[config.mk]
export PLATFORM = sky130hd
export DESIGN_NAME = ram_dump_ctrl_flat
export DESIGN_NICKNAME = d
export VERILOG_FILES = /design/src/rtl/ram_dump_if.sv /design/src/rtl/ram_dump_ctrl.sv /design/src/flat_wrapper.sv
export SDC_FILE = /design/constraint.sdc
export NUM_CORES = 1
export LEC_CHECK = 0
export CORE_UTILIZATION = 40
export DETAILED_ROUTE_END_ITERATION = 10
export PLACE_DENSITY_LB_ADDON = 0.3
export SLEW_MARGIN = 20
export SYNTH_ARGS = -nofsm -noshare
export SYNTH_HDL_FRONTEND = slang
export SYNTH_SLANG_ARGS = --single-unit
[constraint.sdc]
create_clock -name clk -period 2.25 [get_ports clk]
set_clock_uncertainty 0.2 [all_clocks]
set_input_delay 0.225 -clock clk [delete_from_list [all_inputs] [get_ports clk]]
set_output_delay 0.225 -clock clk [all_outputs]
set_load 0.01 [all_outputs]
[src/rtl/ram_dump_if.sv]
// Command, RAM-read and UART-response signals of the capture RAM dump sequencer.
// The slave side is the sequencer. The master side is the surrounding logic: command interpreter, channel RAMs and UART.
interface ram_dump_if #(
  parameter int LOG2 = 9
);
  logic            start;
  logic [2:0]      ch_sel;
  logic            abort;
  logic [LOG2-1:0] addr_ptr;
  logic [7:0]      rdataCH1;
  logic [7:0]      rdataCH2;
  logic [7:0]      rdataCH3;
  logic [7:0]      rdataCH4;
  logic [7:0]      rdataCH5;
  logic            resp_sent;
  logic [LOG2-1:0] raddr;
  logic [7:0]      resp;
  logic            send_resp;
  logic            busy;
  logic            dump_done;
  logic            sel_err;

  modport master (
    output start, ch_sel, abort, addr_ptr,
    output rdataCH1, rdataCH2, rdataCH3, rdataCH4, rdataCH5, resp_sent,
    input  raddr, resp, send_resp, busy, dump_done, sel_err
  );

  modport slave (
    input  start, ch_sel, abort, addr_ptr,
    input  rdataCH1, rdataCH2, rdataCH3, rdataCH4, rdataCH5, resp_sent,
    output raddr, resp, send_resp, busy, dump_done, sel_err
  );
endinterface

[src/rtl/ram_dump_ctrl.sv]
// Reads one channel's capture RAM back to the host, one byte per UART handshake.
// The walk starts at the oldest sample and wraps modulo ENTRIES.
module ram_dump_ctrl #(
  parameter int ENTRIES = 384,
  parameter int LOG2    = 9
) (
  input  logic      clk,
  input  logic      rst,
  ram_dump_if.slave bus
);

  typedef enum logic [1:0] {IDLE, RD, LATCH, WAIT} state_t;

  localparam logic [LOG2-1:0] LAST = LOG2'(ENTRIES - 1);

  state_t          state_q, state_d;
  logic [LOG2-1:0] raddr_q, raddr_d;
  logic [LOG2-1:0] cnt_q, cnt_d;
  logic [2:0]      ch_q, ch_d;
  logic [7:0]      resp_q, resp_d;
  logic            send_q, send_d;
  logic            done_q, done_d;
  logic            err_q, err_d;
  logic [7:0]      rdata_sel;
  logic            sel_ok;
  logic            last_byte;

  assign sel_ok    = (bus.ch_sel >= 3'd1) && (bus.ch_sel <= 3'd5);
  assign last_byte = (cnt_q == LAST);

  always_ff @(posedge clk or posedge rst) begin
    if (rst) state_q <= IDLE;
    else     state_q <= state_d;
  end

  always_comb begin
    state_d = state_q;
    case (state_q)
      IDLE:    if (bus.start && sel_ok) state_d = RD;
      RD:      state_d = bus.abort ? IDLE : LATCH;
      LATCH:   state_d = bus.abort ? IDLE : WAIT;
      WAIT: begin
        if (bus.abort)          state_d = IDLE;
        else if (bus.resp_sent) state_d = last_byte ? IDLE : RD;
      end
      default: state_d = IDLE;
    endcase
  end

  always_comb begin
    case (ch_q)
      3'd1:    rdata_sel = bus.rdataCH1;
      3'd2:    rdata_sel = bus.rdataCH2;
      3'd3:    rdata_sel = bus.rdataCH3;
      3'd4:    rdata_sel = bus.rdataCH4;
      3'd5:    rdata_sel = bus.rdataCH5;
      default: rdata_sel = 8'h00;
    endcase
  end

  // Abort suppresses every update, so raddr and resp keep their last values.
  always_comb begin
    raddr_d = raddr_q;
    cnt_d   = cnt_q;
    ch_d    = ch_q;
    resp_d  = resp_q;
    send_d  = 1'b0;
    done_d  = 1'b0;
    err_d   = 1'b0;
    case (state_q)
      IDLE: begin
        if (bus.start) begin
          if (sel_ok) begin
            raddr_d = (bus.addr_ptr > LAST) ? '0 : bus.addr_ptr;
            ch_d    = bus.ch_sel;
            cnt_d   = '0;
          end else begin
            err_d = 1'b1;
          end
        end
      end
      LATCH: begin
        if (!bus.abort) begin
          resp_d = rdata_sel;
          send_d = 1'b1;
        end
      end
      WAIT: begin
        if (!bus.abort && bus.resp_sent) begin
          if (last_byte) begin
            done_d = 1'b1;
          end else begin
            cnt_d   = cnt_q + LOG2'(1);
            raddr_d = (raddr_q == LAST) ? '0 : raddr_q + LOG2'(1);
          end
        end
      end
      default: ;
    endcase
  end

  always_ff @(posedge clk or posedge rst) begin
    if (rst) begin
      raddr_q <= '0;
      cnt_q   <= '0;
      ch_q    <= '0;
      resp_q  <= '0;
      send_q  <= 1'b0;
      done_q  <= 1'b0;
      err_q   <= 1'b0;
    end else begin
      raddr_q <= raddr_d;
      cnt_q   <= cnt_d;
      ch_q    <= ch_d;
      resp_q  <= resp_d;
      send_q  <= send_d;
      done_q  <= done_d;
      err_q   <= err_d;
    end
  end

  assign bus.raddr     = raddr_q;
  assign bus.resp      = resp_q;
  assign bus.send_resp = send_q;
  assign bus.dump_done = done_q;
  assign bus.sel_err   = err_q;
  assign bus.busy      = (state_q != IDLE);

endmodule
[src/flat_wrapper.sv]
// flat-port wrapper written by rule: the top's interface ports become plain ports
module ram_dump_ctrl_flat 
#(
  parameter int ENTRIES = 384,
  parameter int LOG2    = 9
)
  (clk, rst, bus_start, bus_ch_sel, bus_abort, bus_addr_ptr, bus_rdataCH1, bus_rdataCH2, bus_rdataCH3, bus_rdataCH4, bus_rdataCH5, bus_resp_sent, bus_raddr, bus_resp, bus_send_resp, bus_busy, bus_dump_done, bus_sel_err);
  ram_dump_if #(.LOG2(LOG2)) bus_i ();
  input  logic clk;
  input  logic rst;
  input wire logic [$bits(bus_i.start)-1:0] bus_start;
  input wire logic [$bits(bus_i.ch_sel)-1:0] bus_ch_sel;
  input wire logic [$bits(bus_i.abort)-1:0] bus_abort;
  input wire logic [$bits(bus_i.addr_ptr)-1:0] bus_addr_ptr;
  input wire logic [$bits(bus_i.rdataCH1)-1:0] bus_rdataCH1;
  input wire logic [$bits(bus_i.rdataCH2)-1:0] bus_rdataCH2;
  input wire logic [$bits(bus_i.rdataCH3)-1:0] bus_rdataCH3;
  input wire logic [$bits(bus_i.rdataCH4)-1:0] bus_rdataCH4;
  input wire logic [$bits(bus_i.rdataCH5)-1:0] bus_rdataCH5;
  input wire logic [$bits(bus_i.resp_sent)-1:0] bus_resp_sent;
  output wire logic [$bits(bus_i.raddr)-1:0] bus_raddr;
  output wire logic [$bits(bus_i.resp)-1:0] bus_resp;
  output wire logic [$bits(bus_i.send_resp)-1:0] bus_send_resp;
  output wire logic [$bits(bus_i.busy)-1:0] bus_busy;
  output wire logic [$bits(bus_i.dump_done)-1:0] bus_dump_done;
  output wire logic [$bits(bus_i.sel_err)-1:0] bus_sel_err;
  assign bus_i.start = bus_start;
  assign bus_i.ch_sel = bus_ch_sel;
  assign bus_i.abort = bus_abort;
  assign bus_i.addr_ptr = bus_addr_ptr;
  assign bus_i.rdataCH1 = bus_rdataCH1;
  assign bus_i.rdataCH2 = bus_rdataCH2;
  assign bus_i.rdataCH3 = bus_rdataCH3;
  assign bus_i.rdataCH4 = bus_rdataCH4;
  assign bus_i.rdataCH5 = bus_rdataCH5;
  assign bus_i.resp_sent = bus_resp_sent;
  assign bus_raddr = bus_i.raddr;
  assign bus_resp = bus_i.resp;
  assign bus_send_resp = bus_i.send_resp;
  assign bus_busy = bus_i.busy;
  assign bus_dump_done = bus_i.dump_done;
  assign bus_sel_err = bus_i.sel_err;
  ram_dump_ctrl #(.ENTRIES(ENTRIES), .LOG2(LOG2)) u_core (.clk(clk), .rst(rst), .bus(bus_i));
endmodule
**Yosys cells after proc, flatten, opt, wreduce, memory -nomap -nowiden**

Index checks and enable logic that the tools add are counted.

- $add $sub $neg: 2
- $lt $le $gt $ge: 3
- Eq/ne operators: 16
- Multiplexer cells: 28
- Bitwise gates (word level): 1
- Reductions and logical operators: 11

Operator list:

| cell | count |
|---|---|
| 2-to-1 mux 9 bit | 10 |
| one-hot mux 8 bit (5 select lines) | 1 |
| one-hot mux 9 bit (2 select lines) | 2 |
| adder 9 x 1 -> 9 bit (second input constant) | 2 |
| equality test 9 bit (second input constant) | 2 |
| 2-to-1 mux 2 bit | 5 |
| > comparator 9 bit (second input constant) | 1 |
| 2-to-1 mux 1 bit | 9 |
| one-hot mux 2 bit (4 select lines) | 1 |
| equality test 3 x 2 -> 1 bit (second input constant) | 2 |
| equality test 3 bit (second input constant) | 2 |
| != test 2 x 1 -> 1 bit (second input constant) | 3 |
| AND reduction 5 bit | 1 |
| equality test 2 bit (second input constant) | 2 |
| != test 2 bit (second input constant) | 2 |
| AND reduction 2 bit | 2 |
| nonzero test 2 bit | 2 |
| equality test 3 x 1 -> 1 bit (second input constant) | 1 |
| greater-or-equal comparator 3 x 1 -> 1 bit (second input constant) | 1 |
| less-or-equal comparator 3 bit (second input constant) | 1 |
| logical AND 1 bit | 3 |
| != test 3 bit (second input constant) | 1 |
| AND reduction 3 bit | 1 |
| equality test 2 x 1 -> 1 bit (second input constant) | 1 |
| other kinds (3) | 3 |

- Flip-flop bits (word level): 34
- Output and inout port bits: 21

**Depth between registers and ports, before layout**

Gate-level depths: netlist of run 1.

- Depth in word-level cells: 5
- Gate-level depth with buffers: 6
- Gate-level depth less buffers: 5

**Worst setup path before layout of run 1**

No wires, ideal clock.

- Kind: flip-flop to flip-flop
- Start point: register u_core.state_q[0]
- End point: register u_core.cnt_q[2]
- Library setup time: 0.118 ns
- Data arrival time: 1.646 ns
- Required time: 1.932 ns
- Setup slack: 0.286 ns
- Stages on the path, launching flop included: 7
- Period minus slack after synthesis: 1.964 ns
- Cells stage by stage: dfrtp_1 > buf_6 > or3b_4 > a211oi_4 > buf_6 > o22ai_1 > a21o_1

- Longest elaborated chain between the ends: 3
- Elaborated cells on any way between the ends: 9
- Those cells by class: eq/ne (5); mux (1); reduce/logical (3)

Ends and longest elaborated chain:

| item | RTL line | RTL |
|---|---|---|
| start: declaration | ram_dump_ctrl.sv:16 | `state_t state_q, state_d;` |
| start signal: assignment | ram_dump_ctrl.sv:33 | `else state_q <= state_d;` |
| equality test 2 bit or zero test 2 bit (tied branches) | ram_dump_ctrl.sv:70 | `case (state_q)` |
| != test 2 bit (no source line), or another cell as far along | n/a |  |
| AND reduction 5 bit (no source line) | n/a |  |
| end signal: assignment | ram_dump_ctrl.sv:113 | `cnt_q <= cnt_d;` |
| end: declaration | ram_dump_ctrl.sv:18 | `logic [LOG2-1:0] cnt_q, cnt_d;` |

Parallel ways exist; a longest one is shown, timed or not.
A chain may end at the register's enable or synchronous reset.

**Final worst setup path of run 1**

- Start point: register u_core.cnt_q[0]
- End point: register u_core.raddr_q[7], in the netlist u_core.bus.raddr[7]

- Longest elaborated chain between the ends: 3

Ends and longest elaborated chain:

| item | RTL line | RTL |
|---|---|---|
| equality test 9 bit | ram_dump_ctrl.sv:29 | `assign last_byte = (cnt_q == LAST);` |
| != test 2 bit (no source line) | n/a |  |
| AND reduction 5 bit (no source line) | n/a |  |
| end signal: assignment | ram_dump_ctrl.sv:112 | `raddr_q <= raddr_d;` |
| end: declaration | ram_dump_ctrl.sv:17 | `logic [LOG2-1:0] raddr_q, raddr_d;` |

No other way between the ends.

==> metrics, run 1 <==
final hold vios=0; Die W=about 74 µm; core region area=4880 µm²; CTS tree=built; drt via density=5.86; clock group share of total power=18.2%; TNS Setup=0 ns; pre-CTS setup slack=0.0504 ns; Primary FF master, synth=dfrtp_1; commonest cells after routing, fill and taps aside=77 x clkdlybuf4s50_1, 34 x dfrtp_1, 24 x nand2_1; Int Pwr=approximately 1.6 mW; max_slew headroom=30.2%; multiplexer share of the synthesized area=between 6 and 7%; share of layout cells above drive strength 1=under 10%; Layout Nets=between 300 and 400; run status=completed; Reg clk slew, reported paths=~0.070 ns; reg2reg setup slack=between 0.15 and 0.2 ns; max-slew violation count=0; CTS Hold Bufs=0; count of instances resized after the clock tree is built=0; static leakage=1.26 nW; number of flops mapped to enable cells by yosys=0; Synth Area in Simple Gates=17.2%; pwr/cell area=796 nW/µm²; post-synthesis cell type count=49; RSZ-0062 raised after global routing=no; WL/cell=16.1 µm; Hold Crit Class=in -> async; # H-tree levels=2; CP required=2.20 ns; Setup crit start=u_core.cnt_q[0]$_DFFE_PP0P_; post-layout min period=2.08 ns; global route total overflow=0; CTS max path bufs=2; Syn Area/Cell=around 9.5 µm²; Cells after Synth=219; YS warnings=0; drt total wl=6010 µm; reg2reg path depth=6; Final Worst Setup Slack=0.173 ns; Worst setup SP type=flip-flop; largest net degree at the start of global routing=35; Synth Area in Compound Gates=between 20 and 30%; Psw=about 0.87 mW; first-pass GRT wire length=approximately 9500 µm; Final setup viols=0; port bufs=77; HPWL Detailed=4320 µm; root buffer cell=clkbuf_8; die area=5520 µm²; kind of critical path=reg -> reg; crit end category=flip-flop; peak supply drop=0.426 mV; DIE HEIGHT=74.3 µm; Post-Synth Adder-Cell Area=1.20%; # rows=25; largest family of logic cells by synthesized area=compound AO/OA/AOI/OAI gates; combinational power share=between 40% and 50%; pin slew with the least headroom to its limit=about 1.0 ns; max-cap violations=0; clock latency on the worst-skew pair=roughly 0.28 ns; Ant. Diodes=0; CTS Sinks=34; r2r endpoint=u_core.bus.raddr[7]$_DFFE_PP0P_; initial antenna violation count=0; critical path arrival=2.03 ns; io pins=78; asr flop ratio synth=100%; fmax=0.482 GHz; area delta synth->final=48.0%; Post-route DRC=0; Tcrit/Tclk final=~90%; Detail Route Antenna Nets=0; initial drt markers=between 90 and 100; Syn Nets=278; worst setup path end=u_core.bus.raddr[7]$_DFFE_PP0P_; register area share after synthesis=40.7%; Switching Fraction=35.3%; commonest non-fill, non-tap cell in the layout=clkdlybuf4s50_1; Via Count=~2200; post-CTS setup buffers=0; Seq cells post-synth=34; Tot GR Track Use=22.7%; vias in the first global route=2003; TritonRoute pass-1 iters=4; total CTS buffers=5; Post-Syn Area=roughly 2100 µm²; Flop pwr share=36.8%; xor-xnor portion of the synthesized cell area=0%; CP Max Fanout=22; GPL Wtd Cong=between 0.8 and 0.9; initial core utilization=42.8%; Crit Reg-Reg Startpoint=u_core.cnt_q[0]$_DFFE_PP0P_; Fill cells=444
Yosys cell counts (all sizes together) (2+ instances only):
cell,count,share of area (%)
a211oi,3,1.9
a21o,2,0.72
a21oi,6,1.4
a221o,8,3.8
a22o,6,2.5
a22oi,2,0.72
a31oi,2,0.60
a32o,8,3.8
a32oi,2,0.84
a41oi,2,0.84
and4,2,0.84
buf,8,2.5
clkbuf,6,1.1
dfrtp,34,41
ha,2,1.2
inv,10,1.8
mux2i,13,6.2
nand2,24,4.3
nand2b,2,0.60
nand3,6,1.4
nand4,3,0.90
nor2,13,2.5
nor2b,3,0.90
nor3,7,1.7
nor3b,3,1.1
nor4,2,0.60
o211ai,8,2.9
o21ai,7,1.7
o22ai,7,2.1
o2bb2ai,4,1.7
o31ai,2,0.72
cell type report:
type	count	area, µm²	share of cell area, %
Multi-Input combinational cell	161	1130	36.5
Clock buffer	6	82.6	2.67
Sequential cell	34	851	27.5
Tap cell	67	83.8	2.71
Timing Repair Buffer	94	911	29.4
Inverter	10	37.5	1.21
critical path: stages, from the launching register on:
cell and delay (ns):
dfrtp_1 0.41, ha_1 0.27, and4b_1 0.24, a21oi_1 0.15
buf_4 0.28, nand2b_1 0.27, a31oi_1 0.11
registers in the layout, summed over array words and instances, names as in the netlist:
register,count
u_core.bus.raddr,9
u_core.bus.send_resp,1
u_core.state_q,2
u_core.bus.resp,8
u_core.bus.sel_err,1
u_core.cnt_q,9
u_core.ch_q,3
u_core.bus.dump_done,1
logic make-up (layout without fill, tap and decap cells):
| kind of cell | count (synthesis) | count (layout) |
|---|---|---|
| buf+inv | 24 | 110 |
| mux | 14 | 14 |
| simple gates | 70 | 70 |
| fa+ha+maj | 2 | 2 |
| compound gates | 75 | 75 |
| flops | 34 | 34 |
power by group through the flow:
stage	clock network (mW)	logic, mW	registers, mW
2_1_floorplan	0	0.548	0.936
3_3_place_gp	0	1.09	0.906
3_5_place_dp	0	1.11	0.909
4_1_cts	0.460	1.12	0.902
5_1_grt	0.474	1.20	0.925
6_report	0.447	1.11	0.907
routing by layer:
layer  part of all wire [%]  up-vias  GRT usage [%]
met2                     47       88           39.2
met4                    1.1        0           6.92
met1                     43     1057           29.2
met3                    8.8        9           4.07
met5                      0        -              0
li1                       -     1025              -
per-stage QoR:
stage,utilization [%],power (mW),instance area (µm²),hold slack [ns],cells
final,63.4,2.46,3090,0.146,372
after global routing,63.4,2.60,3090,0.192,372
after CTS,63.4,2.48,3090,0.169,372
after detailed placement,61.7,2.02,3010,0.280,366
after global placement,61.7,2.00,3010,0.275,366
after floorplan,-,1.48,2090,0.0918,219
worst min-delay path by stage:
stage	start	end	slack, ns	cells past startpoint
final	rst	u_core.bus.raddr[3]$_DFFE_PP0P_	0.15	3
after floorplan	bus_abort	u_core.state_q[1]$_DFFE_PP0P_	0.09	1
after global routing	rst	u_core.bus.raddr[5]$_DFFE_PP0P_	0.19	3
after global placement	u_core.bus.resp[2]$_DFFE_PP0P_	u_core.bus.resp[2]$_DFFE_PP0P_	0.28	1
after CTS	rst	u_core.bus.raddr[5]$_DFFE_PP0P_	0.17	3
after detailed placement	u_core.bus.resp[4]$_DFFE_PP0P_	u_core.bus.resp[4]$_DFFE_PP0P_	0.28	1
Power figures use the tool's default switching activity.
==> run 2: changes to the inputs <==
--- a/config.mk
+++ b/config.mk
@@ -7,7 +7,7 @@
 export LEC_CHECK = 0
 export CORE_UTILIZATION = 40
 export DETAILED_ROUTE_END_ITERATION = 10
-export PLACE_DENSITY_LB_ADDON = 0.3
+export PLACE_DENSITY = 0.73
 export SLEW_MARGIN = 20
 export SYNTH_ARGS = -nofsm -noshare
 export SYNTH_HDL_FRONTEND = slang
==> metrics, run 2 (synthesized netlist as in run 1, its figures left out) <==
run status=completed; count of instances resized after the clock tree is built=0; Post-route DRC=0; Design Power=2.54 mW; CTS Hold Bufs=0; core region area=about 4900 µm²; Ant. Diodes=0; commonest cells after routing, fill and taps aside=77 x clkdlybuf4s50_1, 34 x dfrtp_1, 24 x nand2_1; largest net degree at the start of global routing=35; combinational power share=43.8%; reg2reg path depth=6; pin slew with the least headroom to its limit=0.614 ns; Critical-path top delay cell=dfrtp_1; crit end category=flip-flop; Hold Crit Class=in -> async; Flop pwr share=35.2%; Detail Route Antenna Nets=0; r2r endpoint=u_core.bus.raddr[3]$_DFFE_PP0P_; Layout Nets=367; critical path arrival=roughly 2.1 ns; peak supply drop=0.521 mV; kind of critical path=reg -> reg; root buffer cell=clkbuf_8; GPL Wtd Cong=0.812; initial drt markers=around 100; Reg clk slew, reported paths=0.07 ns; Tot GR Track Use=22.7%; post-CTS setup buffers=0; Worst setup SP type=flip-flop; clock latency on the worst-skew pair=0.29 ns; io pins=78; Psw=0.872 mW; CTS Sinks=34; total CTS buffers=5; vias in the first global route=between 1500 and 2000; pwr/cell area=814 nW/µm²; CP required=2.28 ns; Via Count=~2100; global route total overflow=0; Final setup viols=0; initial core utilization=42.8%; max-slew violation count=0; cell family with most CP delay=simple AND/OR/NAND/NOR gates; # H-tree levels=2; port bufs=77; CP Max Fanout=15; first-pass GRT wire length=9500 µm; HPWL Detailed=4420 µm; final cell utilization of the core=64.0%; worst path bufs/invs=1; Fill cells=434; Crit Reg-Reg Startpoint=u_core.cnt_q[0]$_DFFE_PP0P_; final hold vios=0; share of layout cells above drive strength 1=around a tenth; CP peak stage delay=roughly 0.42 ns; CTS max path bufs=2; Tcrit/Tclk final=91.4%; static leakage=1.28 nW; max_slew headroom=about three fifths; Int Pwr=around 1.7 mW; die area=5520 µm²; CTS tree=built; TNS Setup=0 ns; Post-Place Cells=around 370; commonest non-fill, non-tap cell in the layout=clkdlybuf4s50_1; sequential cell area=roughly 850 µm²; max-cap violations=0; post-layout min period=between 2 and 2.5 ns; WL/cell=16.0 µm; reg2reg setup slack=0.19 ns; DIE HEIGHT=around 74 µm; RSZ-0062 raised after global routing=no; clock group share of total power=21.0%; Multi-input gate area=1130 µm²; fmax=~0.49 GHz; Die W=74.3 µm; crit-path cells=ha_1, and4b_1, a21oi_1, buf_4, nand2b_1, a22o_1; # rows=25; final hold slack=roughly 0.13 ns; area delta synth->final=49.4%; initial antenna violation count=0; TritonRoute pass-1 iters=4; drt via density=5.70; non-filler cells, final=376; drt total wl=6020 µm; Switching Fraction=between 30% and 40%
[run 2: changes by cell type in the layout (fill, tap and decap cells not counted)]
| cell | previous run | this run |
|---|---|---|
| buf_4 | 16 | 19 |
| clkbuf_8 | 6 | 8 |
| buf_12 | 1 | 0 |
[run 2: layout make-up]
| class | count | area share (%) |
|---|---|---|
| Clock buffer | 8 | 3.52 |
| Sequential cell | 34 | 27.2 |
| Timing Repair Buffer | 96 | 29.2 |
| Inverter | 10 | 1.20 |
| Tap cell | 67 | 2.68 |
| Multi-Input combinational cell | 161 | 36.1 |
[run 2: how the worst max path moves through the flow]
stage | from | endpoint | slack, ns | depth (start not counted)
2_1_floorplan | u_core.state_q[0]$_DFFE_PP0P_ | u_core.cnt_q[2]$_DFFE_PP0P_ | 0.29 | 6
3_3_place_gp | bus_start | u_core.cnt_q[7]$_DFFE_PP0P_ | 0.08 | 6
3_5_place_dp | bus_start | u_core.cnt_q[7]$_DFFE_PP0P_ | 0.06 | 6
4_1_cts | u_core.cnt_q[0]$_DFFE_PP0P_ | u_core.bus.raddr[3]$_DFFE_PP0P_ | 0.19 | 6
5_1_grt | u_core.cnt_q[1]$_DFFE_PP0P_ | u_core.bus.raddr[3]$_DFFE_PP0P_ | 0.04 | 6
6_report | u_core.cnt_q[0]$_DFFE_PP0P_ | u_core.bus.raddr[3]$_DFFE_PP0P_ | 0.19 | 6
[run 2: power by group through the flow]
stage | registers, mW | clock network (mW) | logic (mW)
floorplan | 0.936 | 0 | 0.548
global placement | 0.904 | 0 | 1.09
detailed placement | 0.904 | 0 | 1.10
CTS | 0.893 | 0.544 | 1.11
global route | 0.917 | 0.576 | 1.20
finish | 0.895 | 0.534 | 1.11
[run 2: worst reg2reg max path, cell delays in order (launching register included)]
cell and delay [ns]:
dfrtp_1 0.42, ha_1 0.26, and4b_1 0.24, a21oi_1 0.20, buf_4 0.23, nand2b_1 0.27
a22o_1 0.19
[run 2: layer usage]
layer | track usage, % | share of wire (%) | vias up
met5 | 0 | 0 | -
met4 | 6.92 | 0.93 | 0
met3 | 5.83 | 6.9 | 7
met2 | 36.7 | 47 | 71
met1 | 30.2 | 45 | 1038
li1 | - | - | 1027
[run 2: through the flow]
step | area, µm² | setup WS [ns]
2_1_floorplan | 2090 | 0.286
3_3_place_gp | 3010 | 0.0792
3_5_place_dp | 3010 | 0.0600
4_1_cts | 3120 | 0.195
5_1_grt | 3120 | 0.0436
6_report | 3120 | 0.194
==> run 3: changes to the inputs <==
--- a/config.mk
+++ b/config.mk
@@ -6,7 +6,9 @@
 export NUM_CORES = 1
 export LEC_CHECK = 0
 export CORE_UTILIZATION = 40
+export CTS_BUF_LIST = sky130_fd_sc_hd__clkbuf_8
 export DETAILED_ROUTE_END_ITERATION = 10
+export GPL_ROUTABILITY_DRIVEN = 0
 export PLACE_DENSITY = 0.73
 export SLEW_MARGIN = 20
 export SYNTH_ARGS = -nofsm -noshare
==> results of run 3 <==
No change in the layout: final DEF, timing and power equal those of run 2.
